$ cat src/rtl/pad_window_sequencer.sv
// Frame-RAM reader that emits the same-padded (c, pix) beat stream for a 3-row column buffer.
// Define PAD_SEQ_HOLD_EN to add a hold input that stalls the stream behind a one-entry read skid.
module pad_window_sequencer #(
  parameter int IMG_W  = 28,
  parameter int IMG_H  = 28,
  parameter int ADDR_W = 10,
  parameter int PIX_W  = 8
) (
  input  logic              clk,
  input  logic              rst,
  input  logic              start,
`ifdef PAD_SEQ_HOLD_EN
  input  logic              hold,
`endif
  output logic              mem_rd_en,
  output logic [ADDR_W-1:0] mem_addr,
  input  logic [PIX_W-1:0]  mem_data,
  output logic [1:0]        c,
  output logic [PIX_W-1:0]  pix,
  output logic              col_valid,
  output logic [ADDR_W-1:0] out_row,
  output logic [ADDR_W-1:0] out_col,
  output logic              busy,
  output logic              done
);
  localparam logic [ADDR_W-1:0] ONE_A    = ADDR_W'(1);
  localparam logic [ADDR_W-1:0] W_A      = ADDR_W'(IMG_W);
  localparam logic [ADDR_W-1:0] X_LAST   = ADDR_W'(IMG_W + 1);
  localparam logic [ADDR_W-1:0] ROW_LAST = ADDR_W'(IMG_H - 1);

  typedef enum logic [1:0] {S_IDLE, S_RUN, S_FLUSH, S_DONE} state_t;
  state_t state_reg, state_next;

  logic [ADDR_W-1:0] row_reg, x_reg, base_reg;
  logic [1:0]        ph_reg;
  logic              stall, issue, pad_col, pad_beat, col_end, frame_end;
  logic [1:0]        code_n;
  logic [ADDR_W-1:0] addr_n;

  logic              mem_rd_en_reg, valid_a_reg, real_a_reg, end_a_reg;
  logic [ADDR_W-1:0] mem_addr_reg, row_a_reg, col_a_reg;
  logic [1:0]        code_a_reg;
  logic              valid_b_reg, real_b_reg, end_b_reg;
  logic [1:0]        c_reg;
  logic [ADDR_W-1:0] row_b_reg, col_b_reg;
  logic              col_valid_reg;
  logic [ADDR_W-1:0] out_row_reg, out_col_reg;

`ifdef PAD_SEQ_HOLD_EN
  assign stall = hold;
`else
  assign stall = 1'b0;
`endif

  // Beat about to be issued: code, pad decision and row-relative address.
  always_comb begin
    pad_col   = (x_reg == '0) || (x_reg == X_LAST);
    code_n    = 2'b11;
    pad_beat  = 1'b1;
    addr_n    = base_reg + x_reg - ONE_A;
    if (!pad_col) begin
      case (ph_reg)
        2'd0: begin
          code_n   = 2'b00;
          addr_n   = base_reg + x_reg - ONE_A - W_A;
          pad_beat = (row_reg == '0);
        end
        2'd1: begin
          code_n   = 2'b10;
          pad_beat = 1'b0;
        end
        default: begin
          code_n   = 2'b01;
          addr_n   = base_reg + x_reg - ONE_A + W_A;
          pad_beat = (row_reg == ROW_LAST);
        end
      endcase
    end
    col_end   = pad_col || (ph_reg == 2'd2);
    frame_end = (x_reg == X_LAST) && (row_reg == ROW_LAST);
  end

  always_comb begin
    issue      = (state_reg == S_RUN) && !stall;
    state_next = state_reg;
    busy       = 1'b0;
    done       = 1'b0;
    case (state_reg)
      S_IDLE:  if (start) state_next = S_RUN;
      S_RUN: begin
        busy = 1'b1;
        if (issue && frame_end) state_next = S_FLUSH;
      end
      S_FLUSH: begin
        busy = 1'b1;
        if (col_valid_reg && !valid_a_reg && !valid_b_reg) state_next = S_DONE;
      end
      default: begin
        done       = 1'b1;
        state_next = S_IDLE;
      end
    endcase
  end

  always_ff @(posedge clk) begin
    if (rst) begin
      state_reg <= S_IDLE;
      row_reg   <= '0;
      x_reg     <= '0;
      ph_reg    <= '0;
      base_reg  <= '0;
    end else begin
      state_reg <= state_next;
      if (state_reg == S_IDLE) begin
        row_reg  <= '0;
        x_reg    <= '0;
        ph_reg   <= '0;
        base_reg <= '0;
      end else if (issue) begin
        if (col_end) begin
          ph_reg <= '0;
          if (x_reg == X_LAST) begin
            x_reg    <= '0;
            row_reg  <= row_reg + ONE_A;
            base_reg <= base_reg + W_A;
          end else begin
            x_reg <= x_reg + ONE_A;
          end
        end else begin
          ph_reg <= ph_reg + 2'd1;
        end
      end
    end
  end

  // Three-stage pipe: A = address issue, B = beat presented, C = column complete.
  always_ff @(posedge clk) begin
    if (rst) begin
      mem_rd_en_reg <= 1'b0;
      mem_addr_reg  <= '0;
      valid_a_reg   <= 1'b0;
      real_a_reg    <= 1'b0;
      end_a_reg     <= 1'b0;
      code_a_reg    <= 2'b11;
      row_a_reg     <= '0;
      col_a_reg     <= '0;
      valid_b_reg   <= 1'b0;
      real_b_reg    <= 1'b0;
      end_b_reg     <= 1'b0;
      c_reg         <= 2'b11;
      row_b_reg     <= '0;
      col_b_reg     <= '0;
      col_valid_reg <= 1'b0;
      out_row_reg   <= '0;
      out_col_reg   <= '0;
    end else begin
      mem_rd_en_reg <= issue && !pad_beat;
      if (issue && !pad_beat) mem_addr_reg <= addr_n;
      col_valid_reg <= !stall && valid_b_reg && end_b_reg;
      if (!stall) begin
        valid_a_reg <= issue;
        real_a_reg  <= issue && !pad_beat;
        end_a_reg   <= col_end;
        code_a_reg  <= code_n;
        row_a_reg   <= row_reg;
        col_a_reg   <= x_reg;
        valid_b_reg <= valid_a_reg;
        real_b_reg  <= valid_a_reg && real_a_reg;
        end_b_reg   <= valid_a_reg && end_a_reg;
        c_reg       <= valid_a_reg ? code_a_reg : 2'b11;
        row_b_reg   <= row_a_reg;
        col_b_reg   <= col_a_reg;
        if (valid_b_reg && end_b_reg) begin
          out_row_reg <= row_b_reg;
          out_col_reg <= col_b_reg;
        end
      end
    end
  end

`ifdef PAD_SEQ_HOLD_EN
  logic             skid_cap_reg, skid_full_reg, b_skid_reg, frozen_reg;
  logic [PIX_W-1:0] skid_reg, pix_frz_reg, pix_live;

  // A read that lands while its beat is stalled in stage A is parked in the skid.
  always_ff @(posedge clk) begin
    if (rst) begin
      skid_cap_reg  <= 1'b0;
      skid_full_reg <= 1'b0;
      b_skid_reg    <= 1'b0;
      frozen_reg    <= 1'b0;
      skid_reg      <= '0;
      pix_frz_reg   <= '0;
    end else begin
      skid_cap_reg <= stall && mem_rd_en_reg;
      if (skid_cap_reg) skid_reg <= mem_data;
      if (stall) begin
        skid_full_reg <= skid_full_reg || skid_cap_reg;
      end else begin
        skid_full_reg <= 1'b0;
        b_skid_reg    <= skid_full_reg || skid_cap_reg;
      end
      frozen_reg  <= stall;
      pix_frz_reg <= pix;
    end
  end

  assign pix_live = real_b_reg ? (b_skid_reg ? skid_reg : mem_data) : '0;
  assign pix      = frozen_reg ? pix_frz_reg : pix_live;
`else
  assign pix = real_b_reg ? mem_data : '0;
`endif

  assign mem_rd_en = mem_rd_en_reg;
  assign mem_addr  = mem_addr_reg;
  assign c         = c_reg;
  assign col_valid = col_valid_reg;
  assign out_row   = out_row_reg;
  assign out_col   = out_col_reg;
endmodule

$ cat config.mk
export PLATFORM = sky130hd
export DESIGN_NAME = pad_window_sequencer
export DESIGN_NICKNAME = d
export VERILOG_FILES = /design/src/rtl/pad_window_sequencer.sv
export SDC_FILE = /design/constraint.sdc
export NUM_CORES = 1
export LEC_CHECK = 0
export BUFFER_PORTS_ARGS = -buffer_cell sky130_fd_sc_hd__buf_2
export CAP_MARGIN = 30
export CORE_AREA = 2 2 141 143
export DETAILED_ROUTE_END_ITERATION = 12
export DIE_AREA = 0 0 143 145
export SYNTH_ARGS = -nofsm -noshare
export SYNTH_HDL_FRONTEND = slang
export SYNTH_SLANG_ARGS = --single-unit
$ cat constraint.sdc
create_clock -name clk -period 5 [get_ports clk]
set_input_delay 1 -clock clk [delete_from_list [all_inputs] [get_ports clk]]
set_output_delay 1 -clock clk [all_outputs]
set_load 0.005 [all_outputs]
-- After elaboration in Yosys (flattened, before gate mapping)
Index checks and enable logic that the tools add are counted.
- bits in registers: 115
- input port bits: 11
- eq/ne operators: 9
- muxes and demuxes: 14
- add/sub/neg operators: 8
- reductions and logical operators: 25
- bitwise gates (word level): 1
- operators by type and width (kind ; count):
    adder 10 x 1 -> 10 bit, second input constant ; 2
    adder 10 x 5 -> 10 bit, second input constant ; 2
    == test 10 x 5 -> 1 bit, second input constant ; 2
    logical NOT 10 bit ; 2
    2-to-1 mux 10 bit ; 2
    one-hot mux 10 bit (2 select lines) ; 1
    adder 10 bit ; 1
    subtractor 10 x 1 -> 10 bit, second input constant ; 1
    subtractor 10 x 5 -> 10 bit, second input constant ; 1
    logical AND 1 bit ; 8
    2-to-1 mux 2 bit ; 4
    2-to-1 mux 8 bit ; 1
    OR reduction 2 bit ; 4
    one-hot mux 2 bit (3 select lines) ; 1
    AND reduction 3 bit ; 2
    == test 2 x 1 -> 1 bit, second input constant ; 2
    == test 2 bit, second input constant ; 2
    logical NOT 2 bit ; 2
    inequality test 2 bit, second input constant ; 2
    one-hot mux 2 bit (2 select lines) ; 1
    logical NOT 1 bit ; 3
    2-to-1 mux 1 bit ; 3
    OR reduction 3 bit ; 1
    adder 2 x 1 -> 2 bit, second input constant ; 1
    other kinds (5) ; 6

-- Logic depth before layout (Yosys ltp)
- depth in word-level cells: 5
- depth in mapped cells: 15

-- Worst setup path after synthesis
No wires, ideal clock.
- kind: register to register
- from: register x_reg[3]
- to: register mem_addr_reg[9], in the netlist mem_addr[9]
- path slack: 1540 ps
- stages on the path, launching flop included: 15
- library setup time: 91 ps
- data arrival time: 3369 ps
- data required time: 4909 ps
- path through: dfxtp_1 -> inv_1 -> ha_1 -> inv_1 -> ha_1 -> nor2b_1 -> o2111a_1 -> a2111oi_0 -> xnor2_1 -> ha_1 -> or4_1 -> o22ai_1 -> xnor2_1 -> nand4_1 -> a311oi_1
- cells in the longest elaborated chain, start to end: 5
- elaborated cells between the ends (all ways): 12
- classes of those cells: add/sub: 4; eq/ne: 1; mux: 3; reduce/logical: 4
- RTL lines (what ; RTL line ; source):
    from (decl) ; 34 ; logic [ADDR_W-1:0] row_reg, x_reg, base_reg;
    from (signal assigned) ; 127 ; x_reg <= x_reg + ONE_A;
    adder 10 bit (tied with other cells) ; 60, 65, 74 ;
    subtractor 10 x 1 -> 10 bit / logical OR 1 bit (equally long branches) ; n/a ;
    adder 10 x 5 -> 10 bit (tied with other cells) ; 74 ; addr_n = base_reg + x_reg - ONE_A + W_A;
    one-hot mux 10 bit (2 select lines) / logical NOT 1 bit (equally long branches) ; 62, 158 ;
    2-to-1 mux 10 bit / logical AND 1 bit (equally long branches) ; 61, 158 ;
    to (signal assigned) ; 158 ; if (issue && !pad_beat) mem_addr_reg <= addr_n;
    to (decl) ; 41 ; logic [ADDR_W-1:0] mem_addr_reg, row_a_reg, col_a_reg;
Parallel ways exist; a longest one is shown, timed or not.
A chain may end at the register's enable or synchronous reset.

-- Worst setup path in the final report
Same ends and word-level chain as after synthesis.

==> reports/qor.csv <==
stage,metric,value,unit
synthesis,syn_avg_cell_area,9.08,sq um
clocking,cts.repair.resized,0,
die,initial_core_util,0.257,
worst_setup_path,start_kind,flop,
routing,drt-vias-per-instance,4.23,
routing,routed_wirelength,9.84,mm
synthesis,synth_cells,543,
synthesis,seq_area_frac_synth,0.459,
outcome,run_status,"complete, no violations",
sta,rsz0062_at_grt,no,
sta,setup_viol,0,
placed_design,port_buffers,54,
die,chipWidth,143,um
synthesis,synth.distinct_cells,51,
die,fp-row-count,51,
die,die_height,145,um
sta,fin_skew,0.00965,ns
routing,drt_pre_antenna_iters,5,
run,drv_cap,0,
clocking,cts-hold-fix-buffers,0,
clocking,clk_latency,0.41,ns
sta,period_minus_slack,3.76,ns
sta,hold_violations,0,
die,die-area,20700,sq um
grt,grt_max_degree,60,
cells_and_area,drive_gt1_frac,0.165,
pwr,peakVddDrop,0.228,mV
sta,worstMarginPinSlew,0.825,ns
grt,grt_pass1_vias,3376,
synthesis,synth_nets,590,
grt,grt_first_pass_wirelength,16.1,mm
routing,wl_per_cell,11.2,um
die,core_area,19200,sq um
synthesis,synth_area,4930,sq um
clocking,post_cts_buffers,0,
synthesis,ys_ff_latch,113,
routing,drt_iter0_drc,165,
sta,slew_headroom,0.447,
cells_and_area,final_nets,645,
synthesis,yosys_most_used_dff,dfxtp_1,
clocking,cts_max_path_buffers,2,
clocking,cts_tree,done,
pwr,power_density,406,nW/um^2
clocking,clock-sinks,113,
pwr,p_leak,2.39,nW
clocking,numCtsBuffers,17,
die,io_pins,55,
synthesis,synth_edf_count,0,
grt,grt-ovfl-total,0,
routing,drc,0,
synthesis,async_flop_share,0,
placed_design,gp_congestion,0.794,
sta,min_period_over_period,0.753,
clocking,clkTransAtPathRegs,0.06,ns
worst_setup_path,end_kind,flop,
grt,grt_antenna_before_repair,0,
sta,holdWs,0.410,ns
sta,tns,0,ns
clocking,h-tree-depth,4,
sta,clock.fmax,266,MHz
synthesis,yosysWarnings,0,
routing,vias,3708,
placed_design,dpl.hpwl,6.96,mm
worst_hold_path,hold_class,reg2reg,
grt,track_usage,0.0965,
worst_setup_path,arrival,4.08,ns
cells_and_area,antennaDiodeCount,0,
sta,drv_slew,0,
cells_and_area,area_delta_synth_final,23.0,%
worst_setup_path,worst_ep_required_time,5.32,ns
worst_setup_path,critPathKind,reg2reg,
routing,ant_nets,0,
worst_setup_path,path_max_fanout,4,
clocking,ctsRootBufferMaster,clkbuf_16,
-- per-layer routing --
| layer | track usage | wire length, um | up-vias | share of wire |
|---|---|---|---|---|
| li1 | - | - | 1909 | - |
| met1 | 0.119 | 4680 | 1723 | 0.48 |
| met2 | 0.154 | 4640 | 60 | 0.47 |
| met3 | 0.0215 | 240 | 16 | 0.024 |
| met4 | 0.0535 | 280 | 0 | 0.028 |
| met5 | 0 | 0 | - | 0 |
-- path summary, 6_finish.rpt --
check | startpoint | to | slack [ns] | cells after the start
worst max-delay path | x_reg[3]$_SDFFE_PP0P_ | mem_addr[9]$_SDFFE_PP0P_ | 1.24 | 14
worst max register to register | x_reg[3]$_SDFFE_PP0P_ | mem_addr[9]$_SDFFE_PP0P_ | 1.24 | 14
worst min-delay path | code_a_reg[1]$_SDFF_PP1_ | c[1]$_SDFF_PP1_ | 0.41 | 1
worst min register to register | code_a_reg[1]$_SDFF_PP1_ | c[1]$_SDFF_PP1_ | 0.41 | 1
-- area by class of cell --
type	count	area, sq um
clock buffers	17	425
clock inverters	15	173
fillers	1980	13100
inverters	40	150
multi-input cells	371	2440
flip-flops and latches	113	2260
well taps	265	332
repair buffers	55	278
-- critical path, stage by stage, from the launching register on --
cell and delay (ns):
dfxtp_1 0.36, inv_1 0.11, ha_1 0.29, inv_1 0.04
ha_1 0.33, nor2b_1 0.17, o2111a_1 0.22, a2111oi_0 0.45
xnor2_1 0.21, ha_1 0.26, or4_1 0.47, o22ai_1 0.19
xnor2_1 0.16, nand4_1 0.11, a311oi_1 0.30
-- placed cells by master (no fill, tap or decap), types with 14 or more instances in the layout --
cell | netlist | layout
buf_2 | 3 | 54
nor2_1 | 60 | 60
ha_1 | 34 | 34
nor2b_1 | 35 | 35
nand2_1 | 55 | 55
inv_1 | 40 | 40
and2_1 | 14 | 14
a21oi_1 | 32 | 32
clkbuf_16 | 0 | 17
dfxtp_1 | 113 | 113
xnor2_1 | 27 | 27
-- synthesized netlist by cell type (2+ instances only) --
cell type / instances / area, sq um
xor2_1: 8 / 70.1
nand4_1: 6 / 37.5
or2_2: 4 / 25.0
nand2b_1: 5 / 31.3
o21a_1: 7 / 52.6
nor3_1: 3 / 15.0
clkbuf_1: 16 / 60.1
o21bai_1: 2 / 15.0
nor2_1: 60 / 225
xnor2_1: 27 / 236
o211ai_1: 4 / 30.0
mux2i_1: 6 / 60.1
a211oi_1: 5 / 37.5
buf_2: 3 / 15.0
or3_1: 8 / 50.1
nand2_1: 55 / 206
nand3_1: 11 / 55.1
o21ai_0: 8 / 40.0
a41oi_1: 2 / 17.5
dfxtp_1: 113 / 2260
and2_1: 14 / 87.6
and3_1: 4 / 25.0
a311oi_1: 3 / 26.3
o22ai_1: 2 / 12.5
a21oi_1: 32 / 160
o31a_1: 2 / 17.5
fa_1: 2 / 40.0
nor2b_1: 35 / 219
inv_1: 40 / 150
or4_1: 2 / 15.0
ha_1: 34 / 425
-- report_power, final --
group / total, mW / switching [mW] / leakage [nW] / internal (mW)
registers: 0.927 / 0.0111 / 0.911 / 0.916
clock network: 1.21 / 0.457 / 0.289 / 0.748
logic: 0.329 / 0.195 / 1.19 / 0.134
total: 2.46 / 0.663 / 2.39 / 1.80
-- metrics by stage --
step | setup slack, ns | utilization | total power, mW | std cells | area, sq um
2_1_floorplan | 1.54 | - | 1.20 | 543 | 4930
3_3_place_gp | 1.37 | 0.285 | 1.28 | 844 | 5470
3_5_place_dp | 1.26 | 0.285 | 1.28 | 844 | 5470
4_1_cts | 1.25 | 0.316 | 2.49 | 876 | 6060
5_1_grt | 1.06 | 0.316 | 2.57 | 876 | 6060
6_report | 1.24 | 0.316 | 2.46 | 876 | 6060
-- logic make-up after synthesis --
group           after synthesis  synth area share
mux                           6            0.0122
compound gates               77             0.104
xor+xnor                     35            0.0622
buf+inv                      59            0.0457
fa+ha+maj                    36            0.0944
flops                       113             0.459
simple gates                217             0.223
Power figures use the tool's default switching activity.
